$ cat src/rtl/pmodkypd_pkg.sv
// Shared constants for the Pmod KYPD scanner: state encoding, keypad geometry, code table.
// Latency: n/a (declarations and pure functions only).
// Backpressure: n/a.
package pmodkypd_pkg;

  localparam int NUM_COLS = 4;
  localparam int NUM_ROWS = 4;

  typedef enum logic [1:0] {
    ST_IDLE   = 2'd0,
    ST_DRIVE  = 2'd1,
    ST_SAMPLE = 2'd2
  } scan_state_t;

  // Key code printed on the keypad at (column, row), both zero-based.
  function automatic logic [3:0] code_of(input logic [1:0] col, input logic [1:0] row);
    logic [3:0] code;
    case ({col, row})
      4'b00_00: code = 4'h1;
      4'b00_01: code = 4'h4;
      4'b00_10: code = 4'h7;
      4'b00_11: code = 4'h0;
      4'b01_00: code = 4'h2;
      4'b01_01: code = 4'h5;
      4'b01_10: code = 4'h8;
      4'b01_11: code = 4'hF;
      4'b10_00: code = 4'h3;
      4'b10_01: code = 4'h6;
      4'b10_10: code = 4'h9;
      4'b10_11: code = 4'hE;
      4'b11_00: code = 4'hA;
      4'b11_01: code = 4'hB;
      4'b11_10: code = 4'hC;
      default:  code = 4'hD;
    endcase
    return code;
  endfunction

  // Lowest key code whose bit is set; 0 when the map is empty.
  function automatic logic [3:0] lowest_code(input logic [15:0] map);
    logic [3:0] code;
    code = 4'h0;
    for (int i = 15; i >= 0; i--) begin
      if (map[i]) code = 4'(i);
    end
    return code;
  endfunction

endpackage

$ cat src/rtl/pmodkypd_sync2.sv
// Two-flop synchronizer for the asynchronous keypad row inputs (idle-high reset value).
// Latency: 2 clk cycles from input change to output.
// Backpressure: none; samples every cycle.
module pmodkypd_sync2 (
  input  logic       clk,
  input  logic       rst,
  input  logic [3:0] i_d,
  output logic [3:0] o_q
);

  logic [3:0] r_meta;
  logic [3:0] r_sync;

  // Two register stages; rows idle high so reset to all-ones.
  always_ff @(posedge clk or posedge rst) begin
    if (rst) begin
      r_meta <= 4'hF;
      r_sync <= 4'hF;
    end else begin
      r_meta <= i_d;
      r_sync <= r_meta;
    end
  end

  assign o_q = r_sync;

endmodule

$ cat src/rtl/pmodkypd_scanner.sv
// Column-scanning Pmod KYPD driver with frame debouncing and a one-deep press-event stream.
// Latency: frame = 4*(SETTLE_CYCLES+1) cycles; keymap accepted DEBOUNCE_FRAMES frames after a change, +1 cycle.
// Backpressure: key_ready low holds the pending event; further presses are dropped and flag overflow.
module pmodkypd_scanner
  import pmodkypd_pkg::*;
#(
  parameter int SETTLE_CYCLES   = 1000,
  parameter int DEBOUNCE_FRAMES = 4
) (
  input  logic        clk,
  input  logic        rst,
  input  logic        enable,
  output logic [3:0]  col_tri_t,
  output logic [3:0]  col_tri_o,
  input  logic [3:0]  col_tri_i,
  output logic [3:0]  row_tri_t,
  output logic [3:0]  row_tri_o,
  input  logic [3:0]  row_tri_i,
  output logic [15:0] keys,
  output logic        key_valid,
  output logic [3:0]  key_code,
  input  logic        key_ready,
  output logic        overflow,
  input  logic        overflow_clr
);

  localparam logic [15:0] SETTLE_LAST = 16'(SETTLE_CYCLES - 1);
  localparam logic [7:0]  DEB_TARGET  = 8'(DEBOUNCE_FRAMES);
  localparam logic [1:0]  LAST_COL    = 2'(NUM_COLS - 1);

  scan_state_t r_state;
  logic [1:0]  r_col;
  logic [15:0] r_settle_cnt;
  logic [3:0]  r_col_t;
  logic [15:0] r_frame;
  logic [15:0] r_prev;
  logic [7:0]  r_stab;
  logic [15:0] r_keys;
  logic        r_key_vld;
  logic [3:0]  r_key_code;
  logic        r_ovf;

  logic [3:0]  w_rows_sync;
  logic [1:0]  w_col_nxt;
  logic [15:0] w_frame_full;
  logic        w_frame_done;
  logic        w_keys_upd;
  logic [15:0] w_new_keys;
  logic        w_event;
  logic        w_unused;

  // Column readback is not needed: the keypad only ever pulls rows.
  assign w_unused = ^col_tri_i;

  pmodkypd_sync2 u_row_sync (
    .clk (clk),
    .rst (rst),
    .i_d (row_tri_i),
    .o_q (w_rows_sync)
  );

  assign w_col_nxt    = r_col + 2'd1;
  assign w_frame_done = enable && (r_state == ST_SAMPLE) && (r_col == LAST_COL);

  // Complete frame as it will look once the last column's rows are folded in.
  always_comb begin
    w_frame_full = r_frame;
    for (int r = 0; r < NUM_ROWS; r++) begin
      w_frame_full[code_of(LAST_COL, 2'(r))] = ~w_rows_sync[r];
    end
  end

  // Scan FSM: drive one column low, let it settle, sample rows, move on.
  always_ff @(posedge clk or posedge rst) begin
    if (rst) begin
      r_state      <= ST_IDLE;
      r_col        <= 2'd0;
      r_settle_cnt <= 16'd0;
      r_col_t      <= 4'hF;
      r_frame      <= 16'h0;
    end else if (!enable) begin
      r_state      <= ST_IDLE;
      r_col        <= 2'd0;
      r_settle_cnt <= 16'd0;
      r_col_t      <= 4'hF;
    end else begin
      case (r_state)
        ST_IDLE: begin
          r_state      <= ST_DRIVE;
          r_col        <= 2'd0;
          r_settle_cnt <= 16'd0;
          r_col_t      <= 4'hE;
        end
        ST_DRIVE: begin
          if (r_settle_cnt == SETTLE_LAST) begin
            r_state      <= ST_SAMPLE;
            r_settle_cnt <= 16'd0;
          end else begin
            r_settle_cnt <= r_settle_cnt + 16'd1;
          end
        end
        ST_SAMPLE: begin
          for (int r = 0; r < NUM_ROWS; r++) begin
            r_frame[code_of(r_col, 2'(r))] <= ~w_rows_sync[r];
          end
          r_state <= ST_DRIVE;
          r_col   <= w_col_nxt;
          r_col_t <= ~(4'b0001 << w_col_nxt);
        end
        default: begin
          r_state <= ST_IDLE;
          r_col_t <= 4'hF;
        end
      endcase
    end
  end

  // Debounce: count consecutive identical frames, restart on any difference.
  always_ff @(posedge clk or posedge rst) begin
    if (rst) begin
      r_prev <= 16'h0;
      r_stab <= 8'd0;
    end else if (w_frame_done) begin
      if (w_frame_full == r_prev) begin
        if (r_stab != DEB_TARGET) r_stab <= r_stab + 8'd1;
      end else begin
        r_stab <= 8'd1;
        r_prev <= w_frame_full;
      end
    end
  end

  assign w_keys_upd = (r_stab == DEB_TARGET) && (r_prev != r_keys);
  assign w_new_keys = r_prev & ~r_keys;
  assign w_event    = w_keys_upd && (|w_new_keys);

  // Accept the stable frame and emit at most one press event (lowest new code).
  always_ff @(posedge clk or posedge rst) begin
    if (rst) begin
      r_keys     <= 16'h0;
      r_key_vld  <= 1'b0;
      r_key_code <= 4'h0;
      r_ovf      <= 1'b0;
    end else begin
      if (w_keys_upd) r_keys <= r_prev;

      if (w_event && (!r_key_vld || key_ready)) begin
        r_key_vld  <= 1'b1;
        r_key_code <= lowest_code(w_new_keys);
      end else if (r_key_vld && key_ready) begin
        r_key_vld <= 1'b0;
      end

      // A lost event outranks a clear in the same cycle.
      if (w_event && r_key_vld && !key_ready) begin
        r_ovf <= 1'b1;
      end else if (overflow_clr) begin
        r_ovf <= 1'b0;
      end
    end
  end

  assign col_tri_t = r_col_t;
  assign col_tri_o = 4'h0;
  assign row_tri_t = 4'hF;
  assign row_tri_o = 4'h0;
  assign keys      = r_keys;
  assign key_valid = r_key_vld;
  assign key_code  = r_key_code;
  assign overflow  = r_ovf;

endmodule
$ cat config.mk
export PLATFORM = sky130hd
export DESIGN_NAME = pmodkypd_scanner
export DESIGN_NICKNAME = d
export VERILOG_FILES = /design/src/rtl/pmodkypd_pkg.sv /design/src/rtl/pmodkypd_sync2.sv /design/src/rtl/pmodkypd_scanner.sv
export SDC_FILE = /design/constraint.sdc
export NUM_CORES = 1
export LEC_CHECK = 0
export ABC_AREA = 1
export CORE_AREA = 2 2 102 104
export CTS_CLUSTER_SIZE = 16
export DETAILED_ROUTE_END_ITERATION = 6
export DIE_AREA = 0 0 104 106
export PLACE_DENSITY = 0.71
export SKIP_LAST_GASP = 1
export SYNTH_ARGS = -nofsm -noshare
export SYNTH_HDL_FRONTEND = slang
export SYNTH_SLANG_ARGS = --single-unit
$ cat constraint.sdc
create_clock -name clk -period 5 [get_ports clk]
set_clock_uncertainty 0.05 [all_clocks]
set_input_delay 1 -clock clk [delete_from_list [all_inputs] [get_ports clk]]
set_output_delay 1 -clock clk [all_outputs]
set_load 0.005 [all_outputs]
* After elaboration in Yosys (flattened, before gate mapping)
Index checks and enable logic that the tools add are counted.
W data, S select, Z words.
** Operators by class
- Reduce and logical (&&, ||, !) cells :: 24
- Muxes and demuxes :: 56
- Shift operators :: 1
- Bitwise logic cells :: 8
- Order comparisons :: 8
- Equality and inequality tests :: 15
- Add/sub/neg operators :: 3
** Operators by type and width (count)
- $mux W4 :: 25
- $bwmux W16 :: 4
- $pmux W4 S4 :: 3
- $mux W16 :: 2
- $pmux W16 S2 :: 1
- $pmux W4 S3 :: 2
- $lt A4 B5 Y1 const B :: 4
- $add A16 B1 Y16 const B :: 1
- $and A16 B16 Y16 :: 1
- $demux W1 S4 :: 4
- $eq A16 B10 Y1 const B :: 1
- $eq A16 B16 Y1 :: 1
- $ge A4 B1 Y1 const B :: 4
- $mux W8 :: 2
- $ne A16 B16 Y1 :: 1
- $not A16 Y16 :: 1
- $reduce_or A16 Y1 :: 1
- $logic_and A1 B1 Y1 :: 12
- $add A8 B1 Y8 const B :: 1
- $eq A8 B3 Y1 const B :: 1
- $mux W1 :: 8
- $ne A8 B3 Y1 const B :: 1
- $pmux W2 S2 :: 2
- $eq A2 B2 Y1 const B :: 3
- 16 further kinds :: 29
** Storage, ports and cells
- Input bits :: 13
- Bits in registers :: 94
- Logic and storage cells :: 128
- Output and inout port bits :: 38

* Logic depth before layout (Yosys ltp)
- Word-level depth :: 18
- Gate-level depth with buffers :: 19
- Gate-level depth less buffers :: 19

* Modules after synthesis
Synthesis repeated with hierarchy kept, for this count alone.
** Second synthesis, totals
- Cell total of the unflattened synthesis :: 578
- Area total of the unflattened synthesis :: 4840.9 sq um
** By module, submodules not included
- pmodkypd_scanner :: area each 4626.9 sq um, cells each 569, instances 1
- pmodkypd_sync2 :: area each 214.0 sq um, cells each 9, instances 1

* Worst setup path after synthesis
Ideal clock, no wire load.
- Path type :: input port to flip-flop
- Start point :: in enable
- End point :: reg r_settle_cnt[15]
- Setup slack :: 2.861 ns
- Stages on the path :: 8
- Path buffers :: 0
- Library setup time :: 0.123 ns
- Data arrival time :: 1.966 ns
- Cell sequence :: nand2_2 nand3_1 nor4_1 nand2_1 nor2_1 nand2_1 o22ai_1 a21oi_1
** Between the ends
- Word-level cells in the longest chain between the ends :: 1
- Elaborated cells on any way between the ends :: 2
- Classes of those cells :: eq/ne: 1; mux: 1
** RTL lines
- from (decl) :: line pmodkypd_scanner.sv:12 : input logic enable,
- $ne A3 B1 Y1 (no line) or $mux W16 (tied branches)
- to (signal assigned) :: line pmodkypd_scanner.sv:99 : r_settle_cnt <= r_settle_cnt + 16'd1;
- to (decl) :: line pmodkypd_scanner.sv:33 : logic [15:0] r_settle_cnt;
Several ways; a longest one is shown, not always the timed one.
A chain may end at the register's enable or synchronous reset.

* Final worst setup path
- Start point :: in enable
- End point :: reg r_prev[15]
** Between the ends
- Word-level cells in the longest chain between the ends :: 3
** RTL lines
- $logic_and A1 B1 Y1 (2 in series) :: line pmodkypd_scanner.sv:63 : assign w_frame_done = enable && (r_state == ST_SAMPLE) && (r_col == LAST_COL);
- $reduce_and A2 Y1 (no line)
- to (signal assigned) :: line pmodkypd_scanner.sv:128 : r_prev <= w_frame_full;
- to (decl) :: line pmodkypd_scanner.sv:36 : logic [15:0] r_prev;
No other way between the ends.

==> qor.csv <==
stage,metric,value,unit
sta,finalCriticalPeriod,2723,ps
global_routing,use_met1,24.11,%
sta,rsz0062_at_grt,no,
global_routing,antenna_found_initial,0,
min_path,hp-class,flop to flop,
floorplan,row_count,37,
sta,finalSetupViolations,0,
route,drt_first_pass_iters,6,
synthesis,yosysSeqAreaShare,46.30,%
floorplan,start_util,48.97,%
placed_design,io_buffers,34,
cells_and_area,final_cell_count_no_fill,765,
placed_design,place_hpwl,6.854,mm
worst_setup_path,cp-end-kind,flop,
synthesis,syn-cell-area,4897,sq um
route,ant_nets,0,
sta,worst_pin_slew,1024,ps
floorplan,design.core.area,10000,sq um
global_routing,grt_pass1_wl,16.16,mm
cells_and_area,fin_area,5514,sq um
clocking,cts.sinks,90,
power,peakVddDrop,0.1678,mV
cells_and_area,drive_gt1_share,9.221,%
global_routing,busiest_layer,met2,
clocking,h-tree-depth,3,
sta,drv_slew,0,
clocking,cts_setup_buffers,0,
route,drt-total-wl,9.253,mm
cells_and_area,antenna_cells,0,
clocking,clkTransAtPathRegs,90,ps
synthesis,ys_warn_count,0,
sta,tns,0,ps
global_routing,use_met2,28.95,%
route,vias_per_cell,4.907,
sta,period_share,54.46,%
worst_setup_path,cp.arrival,2910,ps
power,p_leak,2.523,nW
global_routing,overflow,0,
synthesis,synth_flop_cell,dfrtp_1,
clocking,ctsHoldBuffers,0,
cells_and_area,nets,664,
run,maxCapViolations,0,
worst_setup_path,path_max_fanout,28,
synthesis,synth-edff-count,0,
placed_design,gp_congestion,0.9273,
floorplan,boundaryPins,51,
clocking,cts_tree,done,
run_status,status,completed,
sta,fmax,367.3,MHz
global_routing,grt_pass1_vias,3631,
route,drcViolationCount,0,
floorplan,dieArea,11020,sq um
power,power,1.335,mW
clocking,cts_root_buf,clkbuf_8,
route,wl_per_cell,12.10,um
sta,max_slew_margin,31.68,%
clocking,post_cts_resized,0,
synthesis,ys_types,44,
floorplan,die_height,106,um
clocking,insertion_delay,370,ps
synthesis,avgSynthCellArea,8.357,sq um
route,drt_iter0_markers,196,
worst_setup_path,cp.required,5190,ps
clocking,cts_made_buffers,9,
synthesis,ys_ff_latch,90,
route,num_vias,3754,
global_routing,use_met3,2.698,%
worst_setup_path,path_class,primary input to flop,
synthesis,synth_async_sr_flop_share,100.0,%
worst_setup_path,start_kind,primary input,
global_routing,grt_usage,17.96,%
clocking,clk_path_buf_depth,2,
placed_design,placedCellCount,749,
cells_and_area,area.growth.synth_to_final,12.60,%
global_routing,grt_max_degree,61,
synthesis,syn_inst,586,
sta,finalHoldViolCount,0,
floorplan,dieWidth,104,um
placed_design,place_area,5306,sq um
power,power.density,242.1,nW/um^2
worst max-delay path, stage by stage:
cell             delay, ps
clkdlybuf4s50_1        540
nand2_1                100
nor2_2                 210
nand2_1                170
nor2_4                 540
inv_2                  160
nand2_1                100
o21ai_0                 80
cells in the final DEF (no fill, tap or decap), types with 13 or more instances in the layout:
cell,n
a21oi_1,13
inv_1,94
clkdlybuf4s50_1,34
dfrtp_1,78
o21ai_0,50
nand2_1,128
ha_1,27
nand3_1,20
xor2_1,14
nor2_1,46
cell usage after synthesis (2+ instances only):
master    number  share of area, %
inv_2          4              0.31
nand3_1       20               2.0
clkbuf_1       2              0.15
conb_1         2              0.15
buf_4         13               2.0
o21ai_2        6               1.1
dfrtp_1       78                40
xnor2_1        5              0.89
dfstp_2       12               6.4
nand2_2        6              0.77
o22ai_1        8               1.0
nor4_1         7              0.89
nor2_2         3              0.38
nand4_1        6              0.77
nor2_1        46               3.5
a31oi_1        2              0.26
o21a_1         2              0.31
inv_1         95               7.3
nor2_4         2              0.46
or2_2          2              0.26
ha_1          27               6.9
buf_6          2              0.46
o21ai_0       50               5.1
nand2_1      128               9.8
o21ai_1        3              0.31
a21oi_1       13               1.3
nor3_1        12               1.2
xor2_1        14               2.5
sequential cells by signal, indices dropped and copies added (netlist names):
signal             flops
col_tri_t              4
key_code               4
key_valid              1
keys                  16
overflow               1
r_col                  2
r_frame               12
r_prev                16
r_settle_cnt          16
r_stab                 8
r_state                2
u_row_sync.o_q         4
u_row_sync.r_meta      4
where the power goes:
| group | switching, mW | internal, mW |
|---|---|---|
| combinational | 0.0381 | 0.0204 |
| clock | 0.280 | 0.241 |
| sequential | 0.0116 | 0.743 |
| total | 0.330 | 1.00 |
kinds of logic (layout without fill, tap and decap cells):
| family | Yosys count | after routing | share of synthesized area [%] |
|---|---|---|---|
| buffers and inverters | 117 | 150 | 10.60 |
| other | 2 | 12 | 0.1534 |
| and+or+nand+nor | 241 | 241 | 22.20 |
| DFF | 90 | 90 | 46.30 |
| adders and majority gates | 27 | 27 | 6.898 |
| xor gates and xnor gates | 19 | 19 | 3.398 |
| AOI/OAI and AO/OA | 90 | 90 | 10.45 |
per-stage QoR:
step / util (%) / worst slack [ps] / hold slack, ps
after detailed placement: 53.07 / 1913 / 297.6
final: 55.14 / 2277 / 308.9
after floorplan: - / 1635 / 295.2
after global placement: 53.07 / 1956 / 295.6
after CTS: 55.14 / 2302 / 310.4
after global routing: 55.14 / 2062 / 312.6
area by class of cell:
class	count	area (sq um)
clock inverters	7	83.83
repair buffers	35	347.8
fillers	934	4486
inverters	99	372.9
flip-flops and latches	90	2267
well taps	136	170.2
clock buffers	9	123.9
multi-input cells	389	2148
metal layers:
metal / vias up / share of wire, %
li1: 1923 / -
met1: 1717 / 48
met2: 91 / 46
met3: 23 / 3.7
met4: 0 / 2.3
met5: - / 0
path summary, 6_finish.rpt:
path	endpoint	depth (start not counted)	slack, ps	start
max	r_prev[15]	8	2280	enable
min	u_row_sync.o_q[3]	0	310	u_row_sync.r_meta[3]
max reg2reg	key_code[3]	9	2640	r_prev[14]
min reg2reg	u_row_sync.o_q[3]	0	310	u_row_sync.r_meta[3]
max in group asynchronous	keys[4]	3	2840	rst
min in group asynchronous	keys[10]	2	1120	rst
No activity file was read; power rests on OpenSTA's default activity.
==> variant, RTL diff (same settings) <==
Add an input register stage for `key_ready`, without a reset; this delays it by one clock. The other inputs are not delayed to match.
--- a/src/rtl/pmodkypd_scanner.sv
+++ b/src/rtl/pmodkypd_scanner.sv
@@ -27,6 +27,12 @@
   localparam logic [15:0] SETTLE_LAST = 16'(SETTLE_CYCLES - 1);
   localparam logic [7:0]  DEB_TARGET  = 8'(DEBOUNCE_FRAMES);
   localparam logic [1:0]  LAST_COL    = 2'(NUM_COLS - 1);
+
+  logic key_ready_q;
+
+  always_ff @(posedge clk) begin
+    key_ready_q <= key_ready;
+  end
 
   scan_state_t r_state;
   logic [1:0]  r_col;
@@ -144,15 +150,15 @@
     end else begin
       if (w_keys_upd) r_keys <= r_prev;
 
-      if (w_event && (!r_key_vld || key_ready)) begin
+      if (w_event && (!r_key_vld || key_ready_q)) begin
         r_key_vld  <= 1'b1;
         r_key_code <= lowest_code(w_new_keys);
-      end else if (r_key_vld && key_ready) begin
+      end else if (r_key_vld && key_ready_q) begin
         r_key_vld <= 1'b0;
       end
 
       // A lost event outranks a clear in the same cycle.
-      if (w_event && r_key_vld && !key_ready) begin
+      if (w_event && r_key_vld && !key_ready_q) begin
         r_ovf <= 1'b1;
       end else if (overflow_clr) begin
         r_ovf <= 1'b0;
Function: same outputs for any inputs over 10 cycles, from zero or initial values and one cycle with rst high; that may be too few to reach the edited logic, so the function may still have changed.
==> variant against the unedited design <==
  * Design area rose by 0.41%
  * Sequential cell count up 1
  * Area after synthesis is 0.26% higher
  * Power rose by 2.8%
  * Cell count is 1.2% lower
  * Routed wire length decreased by 0.79%
  * Setup slack got worse by 0.22 ns
==> variant: results (changes against the unedited design) <==
<table>
<tr><th>Metric</th><th>Value</th></tr>
<tr><th colspan="2">Place</th></tr>
<tr><td>Placement-stage cell area</td><td>5310 µm² (about the same)</td></tr>
<tr><td>RePlAce Congestion</td><td>0.9236 (-0.40%)</td></tr>
<tr><td>Post-placement worst setup slack</td><td>1.662 ns (-0.2506 ns)</td></tr>
<tr><td>Final HPWL from detailed placement</td><td>6862 µm (+0.11%)</td></tr>
<tr><th colspan="2">Cells and area</th></tr>
<tr><td>Nets@finish</td><td>655 (-1.4%)</td></tr>
<tr><td>Number of sequential storage elements</td><td>91 (+1.1%)</td></tr>
<tr><td>Area taken by multi-input logic gates</td><td>2132 µm² (-0.76%)</td></tr>
<tr><td>Number of clock-tree buffers in the layout</td><td>11 (+2)</td></tr>
<tr><td>Layout cell share with drive strength beyond 1</td><td>8.710% (-0.51 points)</td></tr>
<tr><th colspan="2">Worst setup path</th></tr>
<tr><td>Worst stage delay on the critical path</td><td>0.57 ns (+0.03 ns)</td></tr>
<tr><th colspan="2">Pwr</th></tr>
<tr><td>Clk pwr</td><td>0.558 mW (+7.1%)</td></tr>
<tr><td>Power of the combinational group</td><td>0.0539 mW (-7.7%)</td></tr>
<tr><th colspan="2">Logic synthesis</th></tr>
<tr><td>Per-instance average area after synthesis</td><td>8.494 µm² (+1.6%)</td></tr>
<tr><td>Share of flip-flops with an asynchronous set or reset</td><td>98.90% (-1.1 points)</td></tr>
<tr><td>Most common library cells after synthesis</td><td>sky130_fd_sc_hd__nand2_1, sky130_fd_sc_hd__inv_1, sky130_fd_sc_hd__dfrtp_1</td></tr>
<tr><td>Register area share after synthesis</td><td>46.59% (+0.29 points)</td></tr>
<tr><th colspan="2">Global route</th></tr>
<tr><td>Met1 Resource Use GR</td><td>24.45% (+0.35 points)</td></tr>
<tr><td>Global-route wire length before repair</td><td>16300 µm (+0.85%)</td></tr>
<tr><td>Met2 GRT Util</td><td>30.17% (+1.2 points)</td></tr>
<tr><td>Maximum number of pins on one net before global-route repair</td><td>70 (+15%)</td></tr>
<tr><td>GRT Overall Usage</td><td>18.24% (+0.28 points)</td></tr>
<tr><th colspan="2">Detailed routing</th></tr>
<tr><td>Via density</td><td>4.902 (-0.10%)</td></tr>
<tr><td>Per-cell routed wire length</td><td>12.14 µm (+0.39%)</td></tr>
<tr><th colspan="2">Outcome</th></tr>
<tr><td>Status</td><td>complete, no violations</td></tr>
<tr><th colspan="2">Worst hold path</th></tr>
<tr><td>End of the worst hold path</td><td>u_row_sync.o_q[1]$_DFF_PP1_</td></tr>
<tr><th colspan="2">STA</th></tr>
<tr><td>Setup ws final</td><td>2.056 ns (-0.2211 ns)</td></tr>
</table>
==> variant: cell count changes in the layout (fill, tap and decap cells not counted), moves of 2 or more <==
cell / before / now
sky130_fd_sc_hd__inv_6: 3 / 1
sky130_fd_sc_hd__nand2_1: 128 / 123
sky130_fd_sc_hd__nand3_1: 20 / 23
sky130_fd_sc_hd__nand4_1: 6 / 9
sky130_fd_sc_hd__nor2_1: 46 / 35
sky130_fd_sc_hd__nor3_1: 12 / 9
sky130_fd_sc_hd__o21ai_0: 50 / 58
sky130_fd_sc_hd__o22ai_1: 8 / 3
sky130_fd_sc_hd__o31ai_1: 1 / 5
==> variant: logic make-up (layout without fill, tap and decap cells) <==
group / Yosys count / after routing / synth area share, %
buffers and inverters: 118 / 150 / 10.75
DFF: 91 / 91 / 46.59
and+or+nand+nor: 224 / 224 / 20.80
adders and majority gates: 27 / 27 / 6.881
other: 2 / 12 / 0.1530
xor gates and xnor gates: 20 / 20 / 3.568
AOI/OAI and AO/OA: 96 / 96 / 11.26
